[src/rtl/sd_card_detect_pkg.sv]
// Shared encodings for the SD card-detect block: CD presence FSM states and
// irq bit positions used by irq_en / irq_clear / irq_status.
package sd_card_detect_pkg;

  typedef enum logic [1:0] {
    ABSENT      = 2'd0,
    INSERT_WAIT = 2'd1,
    PRESENT     = 2'd2,
    REMOVE_WAIT = 2'd3
  } cd_state_e;

  localparam int IRQ_INSERT = 0;
  localparam int IRQ_REMOVE = 1;

endpackage

[src/rtl/sd_debounce_filter.sv]
// Stable-level filter: dout follows din only after DEBOUNCE_CYCLES consecutive
// differing samples; accept flags the edge at which dout will flip.
module sd_debounce_filter #(
  parameter int DEBOUNCE_CYCLES = 65536,
  parameter int CNT_WIDTH       = 17
) (
  input  logic clk,
  input  logic rst,
  input  logic din,
  output logic dout,
  output logic accept
);

  localparam logic [CNT_WIDTH-1:0] CNT_LAST = CNT_WIDTH'(DEBOUNCE_CYCLES - 1);
  localparam logic [CNT_WIDTH-1:0] CNT_SAT  = '1;

  logic [CNT_WIDTH-1:0] cnt;

  always_comb accept = (din != dout) && (cnt == CNT_LAST);

  always_ff @(posedge clk) begin
    if (rst) begin
      cnt  <= '0;
      dout <= 1'b0;
    end else if (din == dout) begin
      cnt  <= '0;
    end else if (accept) begin
      dout <= din;
      cnt  <= '0;
    end else if (cnt != CNT_SAT) begin
      cnt  <= cnt + 1'b1;
    end
  end

endmodule

[src/rtl/sd_card_detect.sv]
// SD socket card-detect / write-protect conditioning: debounced presence FSM,
// insert/remove pulses and a sticky, maskable interrupt.
module sd_card_detect
  import sd_card_detect_pkg::*;
#(
  parameter int DEBOUNCE_CYCLES = 65536,
  parameter int CNT_WIDTH       = 17,
  parameter bit CD_ACTIVE_LOW   = 1'b1,
  parameter bit WP_ACTIVE_LOW   = 1'b0
) (
  input  logic       clk,
  input  logic       rst,
  input  logic       cd_sync,
  input  logic       wp_sync,
  input  logic [1:0] irq_en,
  input  logic [1:0] irq_clear,
  output logic       card_present,
  output logic       card_wp,
  output logic       card_inserted,
  output logic       card_removed,
  output logic [1:0] irq_status,
  output logic       irq
);

  if (DEBOUNCE_CYCLES < 2) begin : g_bad_cycles
    $error("DEBOUNCE_CYCLES must be 2 or more");
  end
  if ((64'd1 << CNT_WIDTH) <= 64'(DEBOUNCE_CYCLES)) begin : g_bad_width
    $error("CNT_WIDTH too narrow for DEBOUNCE_CYCLES");
  end

  localparam logic [CNT_WIDTH-1:0] CNT_LAST = CNT_WIDTH'(DEBOUNCE_CYCLES - 1);
  localparam logic [CNT_WIDTH-1:0] CNT_SAT  = '1;

  logic cd_act, wp_act;
  assign cd_act = cd_sync ^ CD_ACTIVE_LOW;
  assign wp_act = wp_sync ^ WP_ACTIVE_LOW;

  cd_state_e            state, state_nxt;
  logic [CNT_WIDTH-1:0] cnt, cnt_nxt;
  logic                 ins_nxt, rem_nxt, present_nxt;

  always_comb begin
    state_nxt = state;
    cnt_nxt   = cnt;
    ins_nxt   = 1'b0;
    rem_nxt   = 1'b0;
    unique case (state)
      ABSENT: begin
        if (cd_act) begin
          state_nxt = INSERT_WAIT;
          cnt_nxt   = CNT_WIDTH'(1);
        end
      end
      INSERT_WAIT: begin
        if (!cd_act) begin
          state_nxt = ABSENT;
          cnt_nxt   = '0;
        end else if (cnt == CNT_LAST) begin
          state_nxt = PRESENT;
          cnt_nxt   = '0;
          ins_nxt   = 1'b1;
        end else if (cnt != CNT_SAT) begin
          cnt_nxt   = cnt + 1'b1;
        end
      end
      PRESENT: begin
        if (!cd_act) begin
          state_nxt = REMOVE_WAIT;
          cnt_nxt   = CNT_WIDTH'(1);
        end
      end
      REMOVE_WAIT: begin
        if (cd_act) begin
          state_nxt = PRESENT;
          cnt_nxt   = '0;
        end else if (cnt == CNT_LAST) begin
          state_nxt = ABSENT;
          cnt_nxt   = '0;
          rem_nxt   = 1'b1;
        end else if (cnt != CNT_SAT) begin
          cnt_nxt   = cnt + 1'b1;
        end
      end
      default: begin
        state_nxt = ABSENT;
        cnt_nxt   = '0;
      end
    endcase
  end

  assign present_nxt = (state_nxt == PRESENT) || (state_nxt == REMOVE_WAIT);

  // WP filter; card_wp is built from its next value so it tracks card_present
  logic wp_deb, wp_accept, wp_deb_nxt;

  sd_debounce_filter #(
    .DEBOUNCE_CYCLES(DEBOUNCE_CYCLES),
    .CNT_WIDTH      (CNT_WIDTH)
  ) u_wp_filter (
    .clk   (clk),
    .rst   (rst),
    .din   (wp_act),
    .dout  (wp_deb),
    .accept(wp_accept)
  );

  assign wp_deb_nxt = wp_accept ? ~wp_deb : wp_deb;

  logic [1:0] evt_nxt, status_nxt;

  always_comb begin
    evt_nxt             = '0;
    evt_nxt[IRQ_INSERT] = ins_nxt;
    evt_nxt[IRQ_REMOVE] = rem_nxt;
    // a new event wins over a clear strobe in the same cycle
    status_nxt          = evt_nxt | (irq_status & ~irq_clear);
  end

  always_ff @(posedge clk) begin
    if (rst) begin
      state         <= ABSENT;
      cnt           <= '0;
      card_present  <= 1'b0;
      card_wp       <= 1'b0;
      card_inserted <= 1'b0;
      card_removed  <= 1'b0;
      irq_status    <= 2'b00;
    end else begin
      state         <= state_nxt;
      cnt           <= cnt_nxt;
      card_present  <= present_nxt;
      card_wp       <= wp_deb_nxt & present_nxt;
      card_inserted <= ins_nxt;
      card_removed  <= rem_nxt;
      irq_status    <= status_nxt;
    end
  end

  assign irq = |(irq_status & irq_en);

endmodule

[config.mk]
export PLATFORM = sky130hd
export DESIGN_NAME = sd_card_detect
export DESIGN_NICKNAME = d
export VERILOG_FILES = /design/src/rtl/sd_card_detect_pkg.sv /design/src/rtl/sd_debounce_filter.sv /design/src/rtl/sd_card_detect.sv
export SDC_FILE = /design/constraint.sdc
export NUM_CORES = 1
export LEC_CHECK = 0
export CAP_MARGIN = 20
export CORE_MARGIN = 1.5
export CORE_UTILIZATION = 64
export CTS_BUF_LIST = sky130_fd_sc_hd__clkbuf_4 sky130_fd_sc_hd__clkbuf_8
export DETAILED_ROUTE_END_ITERATION = 8
export PLACE_DENSITY = 0.9
export SLEW_MARGIN = 10
export SYNTH_ARGS = -nofsm -noshare
export SYNTH_HDL_FRONTEND = slang
export SYNTH_SLANG_ARGS = --single-unit
[constraint.sdc]
create_clock -name clk -period 5.7 [get_ports clk]
set_clock_uncertainty 0.2 [all_clocks]
set_input_delay 1.14 -clock clk [delete_from_list [all_inputs] [get_ports clk]]
set_output_delay 1.14 -clock clk [all_outputs]
set_load 0.05 [all_outputs]
==> impl_metrics.ini <==
[outcome]
status = finished clean

[drt]
dr.pass1.iters = 4
drtIter0Drc = 100
viasPerCell = 6.16
vias = 1835
drc_errors = 0
wl_mm = 4.24
ant_nets = 0
routedWlPerCell_microns = 14.2

[synth]
synth_area_leader_cell = dfxtp_1
ys_types = 46
synth-edff-count = 0
synth_common_cells = dfxtp_1 (42), nor2_1 (23), nand2_1 (19)
synthFlopType = dfxtp_1
synth-seq-area-share_pct = 39.9
synthesis.area_sq_um = 2110
ys_warn_count = 0
syn_nets = 257
synth_seq_cells = 42
synth.avg_cell_area_sq_um = 8.61
synthCells = 245
yosysMostFrequentCell = dfxtp_1
netlist_top_cells_area = dfxtp_1 (40%), nor2_1 (4.1%), a21oi_1 (3.8%)
yosysTopAreaCellShare_pct = 39.9
async_reset_ff_share_pct = 0

[job]
maxCapViolCount = 0

[worst_setup_path]
r2r_cells = 9
timing.critical_path.mode_cell = clkdlybuf4s50_1
crit_chain = clkdlybuf4s50_1 > a22o_1 > clkdlybuf4s50_1
required_ps = 4360
crit_type = input port to primary output
arrival_ps = 2540
critPathSlowestCell = clkdlybuf4s50_1
cp-end-kind = primary output
path_max_fanout = 1
critical_path_buf_inv_count = 2
cp-start-kind = input port
crit_family = buffers and inverters
cpPeakStageDelay_ps = 800
rrSetupSlack_ps = 3010
cp.depth = 3

[clocking]
cts-resized-gates = 0
ctsHoldBuffers = 0
cts_setup_buffers = 0
clk_pin_slew_ps = 110
htreeDepth = 2
cts_buffers = 5
clkLatencyLatePin_ps = 350
root_buffer = clkbuf_4
clk_path_buf_depth = 2
cts.sinks = 42
cts_tree = yes

[finish]
multi_input_area_sq_um = 1190
fin_cells = 298
drive_gt1_share_pct = 7.09
seqCellArea_sq_um = 841
nFillCells = 254
final_net_count = 266
area_growth_pct = 9.31
diodes = 0

[power_and_ir_drop]
swShare_pct = 22.6
clockPowerShare_pct = 31.0
power.leakage_nw = 0.763
p_int_mw = 0.362
peakVddDrop_v = 0.000165
pwr-share-seq_pct = 63.7
power.switching_mw = 0.106
p_per_area_nw_per_um2 = 203
pwr-share-comb_pct = 5.3

[floorplan]
row_count = 20
core_region_area_sq_um = 3100
die_area_sq_um = 3650
die_y_microns = 60.4
ios = 15
start_util_pct = 68.0
die_w_microns = 60.4

[timing]
finalHoldViolations = 0
setup_viol = 0
max_freq_ghz = 0.258
timing.setup.tns_ps = 0
tightest_slew_ps = 900
max_slew_margin_pct = 39.8
period_needed_ps = 3880
drv_slew = 0
rsz0062_at_grt = false
fin_crit_sh_pct = 68.0

[global_routing]
antenna_found_initial = 0
grt_pass1_wl_mm = 7.16
grt_max_degree = 27
grt_overflow = 0
grt_pass1_vias = 1655
grtUsageTotal_pct = 26.2

[min_path]
hp-class = register to register
whs_path_depth = 2

[placed_design]
port_buffers = 14
dp_hpwl_mm = 3.03
place_congestion = 0.849
dpl.cell_count = 291
layout by cell type (no fill, tap or decap), types with 3 or more instances in the layout:
cell type / synthesis / final
xor2_1: 6 / 6
o21ai_0: 6 / 6
or3_1: 5 / 5
a21oi_1: 16 / 16
a41oi_1: 4 / 4
nand3_1: 16 / 16
and3_1: 5 / 5
ha_1: 4 / 4
a31oi_1: 10 / 10
nand4_1: 6 / 6
xnor2_1: 7 / 7
clkdlybuf4s50_1: 0 / 14
dfxtp_1: 42 / 42
nor3_1: 10 / 10
nand2_1: 19 / 19
and4_1: 7 / 7
mux2i_1: 3 / 3
inv_1: 7 / 7
nor4_1: 3 / 3
clkbuf_4: 0 / 7
nor2_1: 23 / 23
power groups by stage:
stage / Clock [mW] / Sequential, mW / Combinational, mW
3_3_place_gp: 0 / 0.304 / 0.0238
3_5_place_dp: 0 / 0.304 / 0.0242
4_1_cts: 0.147 / 0.298 / 0.0242
2_1_floorplan: 0 / 0.304 / 0.0160
6_report: 0.145 / 0.298 / 0.0245
5_1_grt: 0.161 / 0.298 / 0.0266
cell families after synthesis:
logic type,Yosys count,share of synthesized area [%]
AO/OA/AOI/OAI,47,13.9
XOR/XNOR,14,6.17
adder cells (fa/ha/maj),4,2.37
buffers and inverters,19,3.68
flip-flops,42,39.9
multiplexers,3,1.42
AND/OR/NAND/NOR,116,32.6
sequential cells by signal (all words and copies together), names as in the netlist:
name,count
cnt,17
u_wp_filter.cnt,17
irq_status,2
card_inserted,1
card_present,1
card_removed,1
card_wp,1
state,1
u_wp_filter.dout,1
path summary, 6_finish.rpt:
| check | end | from |
|---|---|---|
| hold reg to reg | u_wp_filter.cnt[8] | u_wp_filter.cnt[8] |
| hold / removal | u_wp_filter.cnt[8] | u_wp_filter.cnt[8] |
| setup / recovery | irq | irq_en[0] |
| setup reg to reg | u_wp_filter.cnt[15] | u_wp_filter.cnt[6] |
layout make-up:
| type | count | share of cell area (%) |
|---|---|---|
| Timing Repair Buffer | 14 | 6.08 |
| Tap cell | 44 | 2.39 |
| Clock buffer | 7 | 2.28 |
| Multi-Input combinational cell | 184 | 51.7 |
| Sequential cell | 42 | 36.5 |
| Inverter | 7 | 1.14 |
tightest hold or removal path: cells and delay by family (launching register included):
kind / cells / cell delay [ps]
AO/OA/AOI/OAI: 2 / 130
flip-flops: 1 / 340
metal layers:
layer  wire (microns)  vias to the layer above  GRT usage [%]
met1             1860                      845           32.1
li1                 -                      922              -
met5                0                        -              0
met3              223                       13           6.82
met2             2040                       55           42.7
met4              111                        0           13.4
stage by stage:
stage	instance area, sq um	utilization [%]	hold WS, ps	setup WS (ps)	power, mW
5_1_grt	2310	74.3	344	1790	0.486
3_3_place_gp	2250	72.6	273	1850	0.328
6_report	2310	74.3	309	1820	0.467
2_1_floorplan	2110	-	258	2800	0.320
4_1_cts	2310	74.3	312	1810	0.469
3_5_place_dp	2250	72.6	291	1810	0.328
(Power assumes the default switching activity.)
